## src/rtl/s4ga_frame.sv

```systemverilog
// s4ga_frame: streamed-LUT fabric core. It accepts one configuration segment per
// valid cycle and evaluates N K-input LUTs in stream order. Each LUT writes either
// immediately or at the frame boundary. External inputs are snapshotted once per
// frame, so they stay constant while a frame is being evaluated.
module s4ga_frame #(
    parameter int N    = 16,
    parameter int K    = 4,
    parameter int SI_W = 4,
    parameter int I    = 4,
    parameter int O    = 8
) (
    input  logic                      clk,
    input  logic                      rst,
    input  logic [SI_W-1:0]           si,
    input  logic                      si_valid,
    input  logic [(I > 0 ? I : 1)-1:0] ext_in,
    output logic [O-1:0]              out,
    output logic                      frame_done,
    output logic [$clog2(N)-1:0]      lut_n
);

    localparam int IDX_W     = $clog2(N + I);
    localparam int IDX_SEGS  = (IDX_W + SI_W - 1) / SI_W;
    localparam int MASK_BITS = 1 << K;
    localparam int MASK_SEGS = (MASK_BITS + SI_W - 1) / SI_W;
    localparam int ACC_W     = IDX_SEGS * SI_W;
    localparam int MASK_W    = MASK_SEGS * SI_W;
    localparam int EXT_W     = (I > 0) ? I : 1;
    localparam int MAX_SEGS  = (IDX_SEGS > MASK_SEGS) ? IDX_SEGS : MASK_SEGS;
    localparam int SC_W      = $clog2(MAX_SEGS + 1);
    localparam int KC_W      = $clog2(K + 1);
    localparam int LN_W      = $clog2(N);

    typedef enum logic [1:0] {S_IDX, S_MASK, S_MODE} state_t;

    state_t            state, state_nx;
    logic [KC_W-1:0]   k_cnt, k_nx;
    logic [SC_W-1:0]   seg_cnt, seg_nx;
    logic              idx_last;

    logic [N-1:0]      val, pend, pend_v;
    logic [EXT_W-1:0]  ext_snap;
    logic [ACC_W-1:0]  acc, acc_nx;
    logic [MASK_W-1:0] mask_sr;
    logic [K-1:0]      in_reg;
    logic [IDX_W-1:0]  idx_field;
    logic              res;
    logic [MASK_BITS-1:0] mask_bits;
    logic              lut_r;
    logic              last_lut;

    assign out = val[O-1:0];

    // Record sequencer: state and counters advance only on accepted segments
    always_ff @(posedge clk) begin
        if (rst) begin
            state   <= S_IDX;
            k_cnt   <= '0;
            seg_cnt <= '0;
        end else if (si_valid) begin
            state   <= state_nx;
            k_cnt   <= k_nx;
            seg_cnt <= seg_nx;
        end
    end

    // Next position within the per-LUT record, assuming this cycle's segment is accepted
    always_comb begin
        state_nx = state;
        k_nx     = k_cnt;
        seg_nx   = seg_cnt;
        idx_last = 1'b0;
        case (state)
            S_IDX: begin
                if (seg_cnt == SC_W'(IDX_SEGS - 1)) begin
                    idx_last = 1'b1;
                    seg_nx   = '0;
                    if (k_cnt == KC_W'(K - 1)) begin
                        k_nx     = '0;
                        state_nx = S_MASK;
                    end else begin
                        k_nx = k_cnt + 1'b1;
                    end
                end else begin
                    seg_nx = seg_cnt + 1'b1;
                end
            end
            S_MASK: begin
                if (seg_cnt == SC_W'(MASK_SEGS - 1)) begin
                    seg_nx   = '0;
                    state_nx = S_MODE;
                end else begin
                    seg_nx = seg_cnt + 1'b1;
                end
            end
            S_MODE:  state_nx = S_IDX;
            default: state_nx = S_IDX;
        endcase
    end

    // Index resolve: LUT value, snapped external input, or 0 when out of range
    always_comb begin
        acc_nx    = ACC_W'({acc, si});
        idx_field = acc_nx[IDX_W-1:0];
        res       = 1'b0;
        for (int i = 0; i < N; i++)
            if (32'(idx_field) == i) res = val[i];
        for (int i = 0; i < I; i++)
            if (32'(idx_field) == N + i) res = ext_snap[i];
        mask_bits = mask_sr[MASK_BITS-1:0];
        lut_r     = mask_bits[in_reg];
        last_lut  = (lut_n == LN_W'(N - 1));
    end

    // Field capture, LUT evaluation, pending commits and frame boundary handling
    always_ff @(posedge clk) begin
        if (rst) begin
            val        <= '0;
            pend       <= '0;
            pend_v     <= '0;
            ext_snap   <= ext_in;
            lut_n      <= '0;
            frame_done <= 1'b0;
            acc        <= '0;
            mask_sr    <= '0;
            in_reg     <= '0;
        end else begin
            frame_done <= 1'b0;
            if (si_valid) begin
                case (state)
                    S_IDX: begin
                        acc <= acc_nx;
                        if (idx_last)
                            for (int j = 0; j < K; j++)
                                if (k_cnt == KC_W'(j)) in_reg[j] <= res;
                    end
                    S_MASK: mask_sr <= MASK_W'({mask_sr, si});
                    S_MODE: begin
                        if (last_lut) begin
                            // Pending commits first; the last LUT's own write (index N-1) wins
                            for (int i = 0; i < N; i++)
                                if (pend_v[i]) val[i] <= pend[i];
                            pend_v         <= '0;
                            val[lut_n]     <= lut_r;
                            ext_snap       <= ext_in;
                            frame_done     <= 1'b1;
                            lut_n          <= '0;
                        end else begin
                            if (si[0]) begin
                                pend[lut_n]   <= lut_r;
                                pend_v[lut_n] <= 1'b1;
                            end else begin
                                val[lut_n] <= lut_r;
                            end
                            lut_n <= lut_n + 1'b1;
                        end
                    end
                    default: ;
                endcase
            end
        end
    end

endmodule

```

## config.mk

```make
export PLATFORM = sky130hd
export DESIGN_NAME = s4ga_frame
export DESIGN_NICKNAME = d
export VERILOG_FILES = /design/src/rtl/s4ga_frame.sv
export SDC_FILE = /design/constraint.sdc
export NUM_CORES = 1
export LEC_CHECK = 0
export ABC_CLOCK_PERIOD_IN_PS = 2400
export BUFFER_PORTS_ARGS = -buffer_cell sky130_fd_sc_hd__buf_2
export CAP_MARGIN = 10
export CORE_AREA = 2 2 90 92
export CTS_BUF_LIST = sky130_fd_sc_hd__clkbuf_16
export CTS_CLUSTER_DIAMETER = 120
export CTS_CLUSTER_SIZE = 24
export DETAILED_ROUTE_END_ITERATION = 10
export DIE_AREA = 0 0 92 94
export GPL_ROUTABILITY_DRIVEN = 0
export PLACE_DENSITY = 0.78
export SKIP_LAST_GASP = 1
export SLEW_MARGIN = 20
export SYNTH_ARGS = -nofsm -noshare
export SYNTH_HDL_FRONTEND = slang
export SYNTH_SLANG_ARGS = --single-unit
```

## constraint.sdc

```tcl
create_clock -name clk -period 2.4 [get_ports clk]
set_input_delay 0.48 -clock clk [delete_from_list [all_inputs] [get_ports clk]]
set_output_delay 0.48 -clock clk [all_outputs]
set_load 0.01 [all_outputs]
```

==> results of run 1 <==
## worst max-delay path, delay by kind of cell (launching register included)
kind / cells / cell delay, ns
compound gates: 2 / 0.30
mux: 3 / 0.95
buf+inv: 1 / 0.23
flops: 1 / 0.50
## area by class of cell
type	instances	area [um^2]
Tap cell	102	128
Timing Repair Buffer	39	260
Sequential cell	84	1720
Inverter	26	97.6
Fill cell	640	3010
Multi-Input combinational cell	327	2080
Clock inverter	7	91.3
Clock buffer	9	225
## cell usage after synthesis, types with 9 or more instances
cell      instances
dfxtp_1          80
a21oi_1          64
nand2_1          59
nor2_1           31
inv_1            26
nor3_1           19
clkbuf_1         18
nand3_1          13
ha_1             12
a21o_1           11
buf_4             9
o21ai_0           9
## where the power goes
group	switching (W)	internal, W	total (W)
registers	0.00000865	0.00142	0.00143
clock network	0.000559	0.000907	0.00147
logic	0.0000751	0.0000421	0.000117
## stage by stage
step	total power, W	hold slack [ns]	worst slack, ns	util, %
after floorplan	0.00153	0.433	0.391	-
after global placement	0.00157	0.439	0.313	56.3
after detailed placement	0.00157	0.447	0.208	56.3
after CTS	0.00303	0.318	0.292	60.5
after global routing	0.00310	0.316	0.218	60.5
final	0.00301	0.324	0.306	60.5
## worst max-delay path by stage
stage | endpoint | start | depth (start not counted) | slack [ns]
floorplan | ext_snap[0] | lut_n[1] | 6 | 0.39
global placement | val[13] | in_reg[0] | 6 | 0.31
detailed placement | in_reg[2] | si[0] | 6 | 0.21
CTS | val[11] | in_reg[0] | 6 | 0.29
global route | val[11] | in_reg[0] | 6 | 0.22
finish | val[11] | in_reg[0] | 6 | 0.31
## kinds of logic (layout without fill, tap and decap cells)
logic type                 Yosys count  count (layout)  synth area share [%]
AOI/OAI and AO/OA                  129             129                  20.7
xor gates and xnor gates             3               3                 0.644
adders and majority gates           12              12                  3.68
buffers and inverters               62              81                  6.93
DFF                                 84              84                  42.2
muxes                               13              13                  5.33
and+or+nand+nor                    170             170                  20.5
## layer usage
| layer | global-route usage (%) | share of wire [%] | vias to the layer above |
|---|---|---|---|
| li1 | - | - | 1693 |
| met1 | 31.2 | 45 | 1655 |
| met2 | 38.5 | 48 | 141 |
| met3 | 4.74 | 6.6 | 10 |
| met4 | 7.21 | 1.0 | 0 |
| met5 | 0 | 0 | - |
==> run_results.csv, run 1 <==
group,metric,value,unit
worst_setup_path,worstPathRequired,2.62,ns
detailed_routing,avgViaCountPerCell,5.89,
timing,finalMaxSlewViolations,0,
yosys,synth_edf_count,4,
die,die-area,8650,um^2
worst_setup_path,crit_path_end_kind,"flip-flop",
yosys,ys_ff_latch,84,
worst_setup_path,worst_path_max_delay_cell,"mux4_2",
grt,grt_start_max_net_pins,43,
power,power.leakage,1.71,nW
worst_setup_path,critPathLaunchType,"flip-flop",
worst_setup_path,path_max_fanout,18,
cts,cts-hold-fix-buffers,0,
cts,clockRootBuffer,"clkbuf_16",
grt,grt_usage,23.4,%
cts,cts_resized,0,
detailed_routing,ant_nets,0,
cts,cts_tree,"built",
die,dieHeight,94,um
detailed_routing,drc,0,
hold_path,holdPathStages,1,
worst_setup_path,r2r-end,"val[11]",
yosys,yosysSeqAreaShare,42.2,%
timing,min_period,2.09,ns
worst_setup_path,cp.arrival,2.31,ns
worst_setup_path,ff2ff_path_depth,6,
placement,port_buffers,23,
yosys,synth.largest_area_cell,"dfxtp_1",
detailed_routing,post_drt_wl_per_cell,16.5,um
timing,setup_viol,0,
layout,layout-drive-gt1-share,14.4,%
cts,clkTransAtPathRegs,0.06,ns
die,start_util,53.7,%
yosys,synth_top_area_share,39.2,%
yosys,synth_area_per_cell,8.63,um^2
die,fp.dieW,92,um
layout,final_cell_mix,"dfxtp_1 (80), a21oi_1 (64), nand2_1 (59), nor2_1 (31), inv_1 (27)",
placement,placed_area,4290,um^2
detailed_routing,firstDrtPassIters,5,
timing,rsz0062_at_grt,"false",
worst_setup_path,worstPathCellList,"mux4_2 > mux2i_1 > mux2i_4 > buf_4 > o2111ai_1 > a21oi_1",
layout,area_delta_synth_final,12.7,%
timing,tightest_slew,0.685,ns
hold_path,min-delay-start,"ext_in[3]",
cts,numCtsBuffers,9,
cts,cts_setup_buffers,0,
power,p_per_area,654,nW/um^2
detailed_routing,via_count,3499,
hold_path,hold_path.class,"input port to flip-flop",
yosys,synth_area_leaders,"dfxtp_1 (39%), a21oi_1 (7.8%), nand2_1 (5.4%), ha_1 (3.7%), mux4_2 (3.3%)",
die,core_area,7610,um^2
yosys,ys.flop_type,"dfxtp_1",
layout,nets,510,
timing,relSlewSlack,54.0,%
die,ios,24,
power,vdd_drop_max,346,uV
placement,dpl.hpwl,6.54,mm
detailed_routing,routed_wl,9.83,mm
timing,timing_hold_violations_final,0,
timing,period_share,87.2,%
job,drv_cap,0,
layout,diodes,0,
worst_setup_path,reg2reg_setup_slack,0.31,ns
hold_path,hold_end,"ext_snap[3]",
timing,finalClockSkew,0.00504,ns
status,status,"complete, no violations",
timing,finalSetupTns,0,ns
yosys,synth_async_sr_flop_share,0,%
yosys,synth_cell_types,53,
worst_setup_path,timing.rr.start,"in_reg[0]",
yosys,yosys_warnings,0,
worst_setup_path,slowest_delay,0.55,ns
cts,h-tree-depth,3,
detailed_routing,drtIter0Drc,311,
die,fp-row-count,32,
layout,stdcell_count,594,
cts,cts_sinks,84,
grt,grt_pass1_wl,16.0,mm
yosys,syn_inst,473,
layout,final_common_cell,"dfxtp_1",
worst_setup_path,path_class,"flip-flop to flip-flop",
yosys,synthesis.area,4080,um^2
timing,fmax,478,MHz
cts,cts_buffer_depth,2,
grt,overflow,0,
layout,design_area,4600,um^2
cts,clock_latency,0.33,ns
yosys,syn_nets,496,
placement,place_inst,578,
grt,antenna_found_initial,0,
grt,first_global_vias,3297,
Note: power is estimated with default switching activity, not from simulation.
==> run 2, diff against run 1 <==
Settings changed: ABC_CLOCK_PERIOD_IN_PS 2400 to 2240.
Clock period 2.4 ns to 2.24 ns, I/O delays scaled along.
==> run_results.csv, run 2 (synthesis gave the netlist of run 1 again) <==
group,metric,value,unit
die,die-area,8650,um^2
timing,finalMaxSlewViolations,0,
cts,cts_buffer_depth,2,
timing,finalClockSkew,0.00925,ns
grt,overflow,0,
die,ios,24,
die,dieHeight,94,um
detailed_routing,firstDrtPassIters,5,
worst_setup_path,critPathCapture,"val[13]",
power,p_int,0.00253,W
worst_setup_path,worstPathRequired,2.44,ns
timing,fmax,493,MHz
timing,finalSetupTns,0,ns
power,vdd_drop_max,479,uV
cts,clock_latency,0.34,ns
detailed_routing,avgViaCountPerCell,5.83,
die,fp-row-count,32,
timing,timing_hold_violations_final,0,
cts,clkTransAtPathRegs,0.06,ns
placement,place_ws,0.196,ns
grt,grt_start_max_net_pins,29,
hold_path,hold_path.class,"input port to flip-flop",
power,pwr-share-comb,3.9,%
detailed_routing,drc,0,
cts,numCtsBuffers,9,
worst_setup_path,path_class,"flip-flop to flip-flop",
cts,cts_sinks,84,
job,drv_cap,0,
power,p_total,0.00322,W
timing,fin_ws,0.213,ns
timing,min_period,2.03,ns
die,start_util,53.7,%
timing,period_share,90.5,%
worst_setup_path,reg2reg_setup_slack,0.21,ns
timing,relSlewSlack,51.3,%
power,switching_share,21.3,%
layout,area_delta_synth_final,12.8,%
detailed_routing,ant_nets,0,
worst_setup_path,critPathLaunchType,"flip-flop",
layout,nets,514,
detailed_routing,routed_wl,9.73,mm
timing,rsz0062_at_grt,"false",
worst_setup_path,cp.arrival,2.23,ns
layout,final_cell_mix,"dfxtp_1 (80), a21oi_1 (64), nand2_1 (59), nor2_1 (31), inv_1 (26)",
worst_setup_path,timing.rr.start,"in_reg[0]",
detailed_routing,post_drt_wl_per_cell,16.3,um
power,p_switching,0.000687,W
detailed_routing,drtIter0Drc,274,
worst_setup_path,path_max_fanout,8,
cts,cts_setup_buffers,0,
die,core_area,7610,um^2
power,power.share.clock,48.7,%
worst_setup_path,r2r-end,"val[13]",
worst_setup_path,worstPathCellList,"mux4_2 > mux2i_1 > mux2i_4 > nor2b_2 > buf_4 > a2111oi_0",
grt,grt_usage,24.3,%
cts,h-tree-depth,3,
grt,first_global_vias,3415,
worst_setup_path,ff2ff_path_depth,6,
power,power.leakage,1.73,nW
cts,clockRootBuffer,"clkbuf_16",
grt,grt_pass1_wl,16.5,mm
placement,port_buffers,23,
detailed_routing,via_count,3485,
placement,dpl.hpwl,6.63,mm
timing,hold_ws,0.291,ns
timing,tightest_slew,0.730,ns
layout,layout-drive-gt1-share,15.3,%
worst_setup_path,slowest_delay,0.54,ns
power,p_per_area,699,nW/um^2
status,status,"complete, no violations",
cts,cts_tree,"built",
timing,setup_viol,0,
worst_setup_path,crit_path_start,"in_reg[0]",
grt,antenna_found_initial,0,
cts,cts-hold-fix-buffers,0,
worst_setup_path,crit_path_end_kind,"flip-flop",
worst_setup_path,worst_path_max_delay_cell,"mux4_2",
layout,diodes,0,
cts,cts_resized,0,
die,fp.dieW,92,um
power,p_seq_share,47.4,%
layout,final_common_cell,"dfxtp_1",
[run 2: changes by cell type in the layout (fill, tap and decap cells not counted), sizes merged]
| cell | previous run | this run |
|---|---|---|
| inv | 28 | 26 |
| buf | 39 | 43 |
| clkinvlp | 2 | 0 |
| clkinv | 1 | 5 |
[run 2: worst min path at each step]
stage / startpoint / endpoint / slack [ns] / depth (start not counted)
after floorplan: mask_bits[12] / mask_bits[12] / 0.43 / 2
after global placement: mask_bits[15] / mask_bits[15] / 0.44 / 2
after detailed placement: mask_bits[13] / mask_bits[13] / 0.45 / 2
after CTS: ext_in[2] / ext_snap[2] / 0.28 / 1
after global routing: ext_in[1] / ext_snap[1] / 0.29 / 1
final: ext_in[1] / ext_snap[1] / 0.29 / 1
[run 2: routing by layer]
layer	vias to the layer above	GRT usage [%]	wire length [um]
li1	1705	-	-
met1	1660	31.1	4330
met2	104	39.5	4600
met3	16	6.10	616
met4	0	9.45	184
met5	-	0	0
[run 2: layout make-up]
class / count / area, um^2
tap: 102 / 128
clock buffer: 9 / 225
inverter: 26 / 97.6
clock inverter: 7 / 91.3
fill: 679 / 3000
timing repair buffer: 43 / 265
multi-input combinational: 327 / 2080
sequential: 84 / 1720
[run 2: per-stage QoR]
stage | instances | cell area [um^2] | utilization, %
finish | 598 | 4610 | 60.6
global route | 598 | 4610 | 60.6
floorplan | 473 | 4080 | -
detailed placement | 582 | 4290 | 56.4
CTS | 598 | 4610 | 60.6
global placement | 582 | 4290 | 56.4
[run 2: power by group through the flow]
| stage | clock, W | combinational [W] | sequential (W) |
|---|---|---|---|
| finish | 0.00157 | 0.000126 | 0.00153 |
| floorplan | 0 | 0.0000854 | 0.00156 |
| detailed placement | 0 | 0.000122 | 0.00156 |
| CTS | 0.00159 | 0.000125 | 0.00153 |
| global placement | 0 | 0.000120 | 0.00156 |
| global route | 0.00164 | 0.000139 | 0.00153 |
[run 2: worst max-delay path, delay by kind of cell, from the launching register on]
kind / cells / cell delay (ns)
simple gates: 1 / 0.15
flops: 1 / 0.49
compound gates: 1 / 0.12
buf+inv: 1 / 0.18
mux: 3 / 0.95
==> run 3, diff against run 2 <==
Settings changed: REMOVE_ABC_BUFFERS set to 1.
==> run_results.csv, run 3 (synthesis gave the netlist of run 1 again) <==
group,metric,value,unit
status,status,"complete, no violations",
detailed_routing,drtIter0Drc,287,
detailed_routing,avgViaCountPerCell,5.92,
die,start_util,53.7,%
layout,final_common_cell,"dfxtp_1",
timing,rsz0062_at_grt,"false",
job,drv_cap,0,
die,die-area,8650,um^2
layout,nets,513,
cts,clkTransAtPathRegs,0.06,ns
worst_setup_path,r2r-end,"val[9]",
cts,clockRootBuffer,"clkbuf_16",
worst_setup_path,worstPathRequired,2.47,ns
timing,tightest_slew,0.534,ns
worst_setup_path,path_max_fanout,10,
detailed_routing,via_count,3537,
grt,first_global_vias,3431,
detailed_routing,drc,0,
layout,diodes,0,
cts,clock_latency,0.34,ns
timing,timing_hold_violations_final,0,
die,ios,24,
die,fp-row-count,32,
worst_setup_path,timing.rr.start,"lut_n[1]",
worst_setup_path,ff2ff_path_depth,6,
timing,relSlewSlack,64.2,%
hold_path,hold_end,"ext_snap[3]",
grt,grt_start_max_net_pins,44,
cts,numCtsBuffers,9,
timing,finalClockSkew,0.00609,ns
die,core_area,7610,um^2
power,vdd_drop_max,381,uV
layout,area_delta_synth_final,12.0,%
layout,multi_input_area,2080,um^2
grt,antenna_found_initial,0,
timing,period_share,88.5,%
hold_path,min-delay-start,"ext_in[3]",
power,power.leakage,1.72,nW
cts,cts_sinks,84,
hold_path,hold_path.class,"input port to flip-flop",
cts,cts_resized,0,
timing,setup_viol,0,
layout,num-fill-cells,696,
power,p_per_area,669,nW/um^2
hold_path,holdPathStages,1,
cts,cts_buffer_depth,2,
cts,h-tree-depth,3,
worst_setup_path,crit_path_end_kind,"flip-flop",
timing,fmax,504,MHz
layout,stdcell_count,597,
layout,seq_area,1720,um^2
layout,final_util,60.1,%
cts,cts_tree,"built",
worst_setup_path,cp.arrival,2.21,ns
cts,cts_setup_buffers,0,
worst_setup_path,path_class,"flip-flop to flip-flop",
detailed_routing,routed_wl,9.76,mm
timing,finalMaxSlewViolations,0,
placement,port_buffers,23,
die,dieHeight,94,um
timing,min_period,1.98,ns
die,fp.dieW,92,um
cts,cts-hold-fix-buffers,0,
worst_setup_path,critPathLaunchType,"flip-flop",
grt,grt_pass1_wl,16.4,mm
placement,place_inst,581,
grt,grt_usage,23.9,%
detailed_routing,post_drt_wl_per_cell,16.3,um
grt,overflow,0,
layout,layout-drive-gt1-share,14.3,%
worst_setup_path,reg2reg_setup_slack,0.26,ns
detailed_routing,ant_nets,0,
detailed_routing,firstDrtPassIters,5,
layout,final_cell_mix,"dfxtp_1 (80), a21oi_1 (64), nand2_1 (59), nor2_1 (31), inv_1 (30)",
placement,dpl.hpwl,6.82,mm
[run 3: stage by stage]
stage               TNS (ns)  power (W)  setup slack, ns  hold slack [ns]  area [um^2]
finish                     0    0.00306            0.258            0.284         4570
floorplan              -2.24    0.00162           -0.229            0.427         3900
global placement           0    0.00168            0.197            0.451         4300
detailed placement         0    0.00169            0.132            0.459         4300
CTS                        0    0.00307            0.243            0.280         4570
global route               0    0.00315            0.122            0.282         4570
[run 3: layout make-up]
type / instances / share of cell area (%)
multi-input cells: 327 / 45.4
well taps: 102 / 2.79
flip-flops and latches: 84 / 37.6
clock buffers: 9 / 4.92
repair buffers: 42 / 5.91
clock inverters: 7 / 1.18
inverters: 26 / 2.13
[run 3: worst max-delay path by stage]
stage | from | endpoint | slack, ns
floorplan | lut_n[0] | pend[11] | -0.23
global placement | si[0] | in_reg[0] | 0.20
detailed placement | si[0] | in_reg[0] | 0.13
CTS | in_reg[0] | val[11] | 0.24
global route | lut_n[1] | val[3] | 0.12
finish | lut_n[1] | val[9] | 0.26
[run 3: critical path, cell delays in order, from the launching register on]
cell       delay (ns)
dfxtp_1          0.43
ha_1             0.25
nand3_1          0.13
a21oi_2          0.35
buf_4            0.26
a21oi_1          0.11
a2111oi_2        0.35
[run 3: power by group]
group	switching [W]	leakage [nW]	internal [W]
combinational	0.0000815	0.886	0.0000456
clock	0.000562	0.152	0.000841
sequential	0.00000892	0.684	0.00152
total	0.000653	1.72	0.00241
[run 3: routing by layer]
| layer | track usage (%) | wire length [um] | vias to the layer above |
|---|---|---|---|
| li1 | - | - | 1709 |
| met1 | 30.8 | 4370 | 1702 |
| met2 | 39.9 | 4650 | 102 |
| met3 | 3.21 | 448 | 24 |
| met4 | 11.4 | 293 | 0 |
| met5 | 0 | 0 | - |
